### config.mk
export PLATFORM = sky130hd
export DESIGN_NAME = instruction_fetch_unit
export DESIGN_NICKNAME = d
export VERILOG_FILES = /design/src/rtl/instruction_fetch_unit.sv
export SDC_FILE = /design/constraint.sdc
export NUM_CORES = 1
export LEC_CHECK = 0
export CORE_MARGIN = 10
export CORE_UTILIZATION = 31
export CTS_CLUSTER_SIZE = 20
export DETAILED_ROUTE_END_ITERATION = 12
export GPL_TIMING_DRIVEN = 0
export HOLD_SLACK_MARGIN = 0.02
export PLACE_DENSITY = 0.66
export SLEW_MARGIN = 25
export SYNTH_ARGS = -nofsm -noshare
export SYNTH_HDL_FRONTEND = slang
export SYNTH_SLANG_ARGS = --single-unit
### constraint.sdc
create_clock -name clk -period 2.6 [get_ports clk]
set_clock_uncertainty 0.05 [all_clocks]
set_input_delay 0.26 -clock clk [delete_from_list [all_inputs] [get_ports clk]]
set_output_delay 0.26 -clock clk [all_outputs]
set_load 0.1 [all_outputs]
### src/rtl/instruction_fetch_unit.sv
// rtl/instruction_fetch_unit.sv - 64-bit fetch unit issuing one aligned request at a time and pushing up to two instruction words per response
module instruction_fetch_unit #(
  parameter logic [31:0] RESET_PC = 32'h0000_0000
) (
  input  logic        clk,
  input  logic        rst,
  input  logic        flush,
  input  logic [31:0] redirect_pc,
  input  logic        stall,
  output logic        mem_req_valid,
  input  logic        mem_req_ready,
  output logic [31:0] mem_req_addr,
  input  logic        mem_resp_valid,
  input  logic [63:0] mem_resp_data,
  output logic [31:0] instructionA,
  output logic [31:0] instructionB,
  output logic [31:0] addressA,
  output logic [31:0] addressB,
  output logic        instructionA_valid,
  output logic        instructionB_valid
);

  typedef enum logic [1:0] {
    IDLE    = 2'd0,
    REQ     = 2'd1,
    WAIT    = 2'd2,
    DISCARD = 2'd3
  } state_t;

  state_t      state_q;
  state_t      state_d;
  logic [31:0] pc;
  logic [31:0] pc_next;
  logic        resp_accept;

  // The request address is always the 8-byte line holding pc; pc only moves outside REQ
  // (or together with leaving REQ), so the address is stable while a request waits.
  assign mem_req_addr = {pc[31:3], 3'b000};
  assign pc_next      = {pc[31:3] + 29'd1, 3'b000};
  assign resp_accept  = (state_q == WAIT) && mem_resp_valid && !flush;

  // State register
  always_ff @(posedge clk) begin
    if (rst) begin
      state_q <= IDLE;
    end else begin
      state_q <= state_d;
    end
  end

  // Next-state and request-valid decode; a handshake coinciding with flush leaves a response in flight
  always_comb begin
    state_d       = state_q;
    mem_req_valid = 1'b0;
    case (state_q)
      IDLE: begin
        if (!flush && !stall) begin
          state_d = REQ;
        end
      end
      REQ: begin
        mem_req_valid = 1'b1;
        if (flush) begin
          state_d = mem_req_ready ? DISCARD : IDLE;
        end else if (mem_req_ready) begin
          state_d = WAIT;
        end
      end
      WAIT: begin
        if (flush) begin
          state_d = mem_resp_valid ? IDLE : DISCARD;
        end else if (mem_resp_valid) begin
          state_d = stall ? IDLE : REQ;
        end
      end
      DISCARD: begin
        if (mem_resp_valid) begin
          state_d = IDLE;
        end
      end
      default: state_d = IDLE;
    endcase
  end

  // PC update and registered delivery of instruction words; strobes default low every cycle
  always_ff @(posedge clk) begin
    if (rst) begin
      pc                 <= {RESET_PC[31:2], 2'b00};
      instructionA       <= 32'h0;
      instructionB       <= 32'h0;
      addressA           <= 32'h0;
      addressB           <= 32'h0;
      instructionA_valid <= 1'b0;
      instructionB_valid <= 1'b0;
    end else begin
      instructionA_valid <= 1'b0;
      instructionB_valid <= 1'b0;
      if (flush) begin
        pc <= {redirect_pc[31:2], 2'b00};
      end else if (resp_accept) begin
        pc <= pc_next;
        instructionB_valid <= 1'b1;
        instructionB       <= mem_resp_data[63:32];
        if (!pc[2]) begin
          instructionA_valid <= 1'b1;
          instructionA       <= mem_resp_data[31:0];
          addressA           <= pc;
          addressB           <= {pc[31:3], 3'b100};
        end else begin
          addressB <= pc;
        end
      end
    end
  end

endmodule
# Word-level counts from Yosys, hierarchy flattened

Cells that the tools add are included.

Register bits after elaboration: 157
Output and inout bits: 163

$add $sub $neg: 1
Equality and inequality tests: 7
Muxes and demuxes: 15
Bitwise operators: 3
Reductions and logical operators: 12

Operators with widths:

| kind                                                                  | number |
|---|---|
| 32-bit 2-to-1 mux                                                     | 2 |
| 29-bit by 1-bit adder with 29-bit output, second input constant       | 1 |
| 2-bit 2-to-1 mux                                                      | 8 |
| 2-bit case mux with 4 select lines                                    | 1 |
| 3-bit != test, second input constant                                  | 2 |
| 2-bit equality test, second input constant                            | 2 |
| 1-bit 2-to-1 mux                                                      | 4 |
| 2-bit != test, second input constant                                  | 2 |
| 4-bit AND reduction                                                   | 1 |
| 1-bit logical AND                                                     | 3 |
| 1-bit inverter                                                        | 3 |
| 3-bit AND reduction                                                   | 1 |
| 3-bit OR reduction                                                    | 1 |
| 2-bit by 1-bit equality test with 1-bit output, second input constant | 1 |
| 1-bit zero test                                                       | 2 |
| 2-bit zero test                                                       | 1 |
| 2-bit AND reduction                                                   | 1 |
| 2-bit nonzero test                                                    | 1 |
| 2-bit OR reduction                                                    | 1 |

# Depth between registers and ports, before layout

Word-level depth: 5
Gate-level depth with buffers: 7

# Least setup slack after synthesis

No wires, ideal clock.

Path kind: register to output
Start: register state_q[1]
End: output port mem_req_valid
Arrival: 1.796 ns
Required time: 2.290 ns
Setup slack: 0.494 ns
Cell stages (with the launch flop): 3
Buffers on the path: 1
Cell sequence: dfxtp_1 clkbuf_1 nor2_1

Word-level cells in the longest chain between the ends: 2

RTL lines:

| element                                        | RTL line | RTL |
|---|---|---|
| from (decl)                                    | 30       | `state_t state_q;` |
| from (signal assigned)                         | 47       | `state_q <= state_d;` |
| 2-bit by 1-bit equality test with 1-bit output | 55       | `case (state_q)` |
| 1-bit 2-to-1 mux                               | 55       |  |
| to (decl)                                      | 10       | `output logic mem_req_valid,` |

No other way between the ends.

# Worst setup path in the final report

Start: register pc[24]
End: output port mem_req_addr[24]

RTL lines:

| element                | RTL line | RTL |
|---|---|---|
| from (decl)            | 32       | `logic [31:0] pc;` |
| from (signal assigned) | 88       | `pc <= {RESET_PC[31:2], 2'b00};` |
| from (signal assigned) | 99       | `pc <= {redirect_pc[31:2], 2'b00};` |
| from (signal assigned) | 101      | `pc <= pc_next;` |
| to (decl)              | 12       | `output logic [31:0] mem_req_addr,` |

No word-level cell between the ends.

==> impl_metrics.env <==
export IMPL_synth_top_area_share_pct=48.36
export IMPL_grt_start_max_net_pins=17
export IMPL_setup_viol=0
export IMPL_worstPathArrival_ns=2.24
export IMPL_vias=6696
export IMPL_path_class="reg2out"
export IMPL_power_total_mw=6.883
export IMPL_numPortBuffers=253
export IMPL_yosysSeqAreaShare_pct=48.36
export IMPL_slew_limit_headroom_pct=28.90
export IMPL_max_stage_delay_ns=1.12
export IMPL_fin_util_pct=48.93
export IMPL_die_h_microns=164.8
export IMPL_setup_slack_ns=0.04551
export IMPL_endpoint_kind="primary output"
export IMPL_ys_top_cells_by_area="dfxtp_1, nand2_1, a21oi_1, buf_4, clkbuf_1"
export IMPL_synth_distinct_cells=49
export IMPL_p_int_mw=4.435
export IMPL_drv_slew=0
export IMPL_tritoncts="done"
export IMPL_grt_pass1_wl_microns=37290
export IMPL_gp_congestion=0.8710
export IMPL_ctsRootBufferMaster="clkbuf_16"
export IMPL_grt_pass1_vias=6383
export IMPL_hold_path_class="in2reg"
export IMPL_synth_edf_count=0
export IMPL_start_util_pct=31.81
export IMPL_track_usage_pct=17.62
export IMPL_post_drt_wl_per_cell_microns=17.85
export IMPL_max_freq_mhz=391.5
export IMPL_area_delta_synth_final_pct=53.83
export IMPL_p_leak_nw=3.437
export IMPL_drive_gt1_share_pct=7.345
export IMPL_synth_main_ff_cell="dfxtp_1"
export IMPL_avgSynthCellArea_sq_um=7.755
export IMPL_hold_violations=0
export IMPL_clock_latency_ns=0.43
export IMPL_fin_crit_ns=2.554
export IMPL_max_vdd_ir_drop_mv=0.4471
export IMPL_worstHoldEndpoint="instructionB[18]"
export IMPL_grt_antenna_before_repair=2
export IMPL_hp_start="mem_resp_data[50]"
export IMPL_cts_buffers_inserted=17
export IMPL_r2r_setup_slack_ns=0.15
export IMPL_synthArstFlopShare_pct=0
export IMPL_drv_cap=0
export IMPL_netSwitchingPower_mw=2.448
export IMPL_p_clk_share_pct=35.9
export IMPL_r2r_cells=5
export IMPL_slowest_stage="clkdlybuf4s50_1"
export IMPL_place_hpwl_microns=18890
export IMPL_row_count=52
export IMPL_sequentialPowerShare_pct=38.2
export IMPL_grt_overflow=0
export IMPL_fill_cells=2020
export IMPL_crit_fanout=7
export IMPL_clock_sinks=157
export IMPL_synth_cells=838
export IMPL_drtPass1Iterations=5
export IMPL_clk_pin_slew_worst_paths_ns=0.07
export IMPL_required_ns=2.29
export IMPL_holdPathStages=3
export IMPL_synthesis_area_sq_mm=0.006499
export IMPL_netSwitchingFraction_pct=35.57
export IMPL_crit_buf_inv=2
export IMPL_ys_warn_count=0
export IMPL_viasPerCell=4.779
export IMPL_crit_family="buffers and inverters"
export IMPL_regArea_sq_mm=0.003143
export IMPL_r2r_start="pc[3]"
export IMPL_status="complete, no violations"
export IMPL_synth_seq_cells=157
export IMPL_io_pins=265
export IMPL_r2r_end="pc[19]"
export IMPL_synth_largest_area_cell="dfxtp_1"
export IMPL_tightestPinTransition_ns=1.071
export IMPL_ant_nets=0
export IMPL_pre_cts_slack_ns=-0.5589
export IMPL_comb_power_share_pct=25.9
export IMPL_drtIter0Drc=520
export IMPL_multiInputGateArea_sq_mm=0.002824
export IMPL_coreArea_sq_mm=0.02043
export IMPL_wl_microns=25000
export IMPL_pwr_density_cell_mw_per_mm2=688.5
export IMPL_finalNetCount=1220
export IMPL_startpoint_type="register"
export IMPL_die_w_microns=164.8
export IMPL_period_share_pct=98.25
export IMPL_htreeDepth=4
export IMPL_crit_path_cell_trace="buf_4, clkdlybuf4s50_1"
export IMPL_post_route_drc_count=0
export IMPL_postCtsHoldBufs=0
export IMPL_clk_path_buf_depth=2
export IMPL_design_die_area_sq_mm=0.02716
==> kinds of logic after synthesis <==
kind of cell / synth area share (%)
other: 0.05770
AND/OR/NAND/NOR: 25.07
AO/OA/AOI/OAI: 16.04
adder cells (fa/ha/maj): 0.1925
buffers and inverters: 8.934
XOR/XNOR: 1.348
flip-flops: 48.36
==> tightest hold or removal path, cell delays in order <==
cell and delay (ns):
clkdlybuf4s50_1 0.39, nand2_1 0.05, a21oi_1 0.05
==> power by group through the flow <==
stage / registers (mW) / logic, mW / clock network [mW]
3_3_place_gp: 2.68 / 1.79 / 0
2_1_floorplan: 3.16 / 0.764 / 0
5_1_grt: 2.64 / 1.88 / 2.63
4_1_cts: 2.63 / 1.79 / 2.53
6_report: 2.63 / 1.78 / 2.47
3_5_place_dp: 2.68 / 1.79 / 0
==> per-stage QoR <==
step	hold WS (ns)	instance area [sq um]	setup TNS [ns]	std cells
final	0.3300	9997	0	1401
after floorplan	0.3460	6525	0	845
after detailed placement	0.3956	9395	-34.82	1368
after CTS	0.3121	9973	0	1400
after global routing	0.3314	9995	-0.03456	1400
after global placement	0.3905	9395	-31.60	1368
==> metal layers <==
| metal | global-route usage (%) | routed length [microns] | vias to the layer above |
|---|---|---|---|
| met4 | 5.193 | 445 | 2 |
| met3 | 6.199 | 2312 | 30 |
| met2 | 29.24 | 11870 | 241 |
| met5 | 0 | 20 | - |
| li1 | - | - | 3345 |
| met1 | 21.02 | 10360 | 3078 |
==> Yosys cell counts, drive strengths merged, types with 10 or more instances <==
library cell  number
or4               10
a21oi            129
nor2              31
inv               10
nand2            265
o21ai             11
a211oi            10
nor4              11
clkbuf            49
dfxtp            157
nand3             11
nand4             11
buf               54
==> sequential cells by signal, indices dropped and copies added, names as in the netlist <==
signal	count
instructionB_valid	1
state_q	2
addressA	29
addressB	30
instructionA	32
pc	30
instructionA_valid	1
instructionB	32
==> timing repair <==
action	in CTS	in global routing
gates resized for setup	7	5
pin swaps	0	0
setup endpoints to repair	21	10
setup buffers	0	0
==> worst max-delay path by stage <==
stage / endpoint / slack [ns] / cells past startpoint / start
3_3_place_gp: addressA[12] / -0.55 / 7 / mem_resp_valid
6_report: mem_req_addr[24] / 0.05 / 2 / pc[24]
4_1_cts: mem_req_addr[21] / 0.02 / 2 / pc[21]
3_5_place_dp: addressA[12] / -0.56 / 7 / mem_resp_valid
5_1_grt: pc[19] / -0.02 / 5 / pc[3]
2_1_floorplan: mem_req_valid / 0.49 / 2 / state_q[1]
==> placed cells by master, fill, tap and decap left out, types with 3 or more instances in the layout <==
master	count
a2111oi_0	3
a211oi_1	10
a21oi_1	129
a311oi_1	7
a31oi_1	5
and4_1	5
buf_1	8
buf_2	8
buf_4	37
clkbuf_1	50
clkbuf_16	17
clkdlybuf4s50_1	246
clkinv_2	3
clkinvlp_4	4
conb_1	8
dfxtp_1	157
dlygate4sd2_1	4
dlymetal6s2s_1	3
inv_1	10
inv_6	3
nand2_1	265
nand3_1	11
nand4_1	11
nor2_1	30
nor3_1	7
nor4_1	10
o21ai_0	11
o31ai_1	4
or3_1	6
or4_1	9
xnor2_1	7
xor2_1	3
==> final cells by class <==
cell class	count	area share [%]
sequential	157	31.44
buffer	103	5.444
timing repair buffer	253	25.36
inverter	10	0.3755
multi-input combinational	575	28.25
tap	270	3.379
clock buffer	19	4.330
antenna	1	0.02503
clock inverter	13	1.402
No activity file was read; power rests on OpenSTA's default activity.
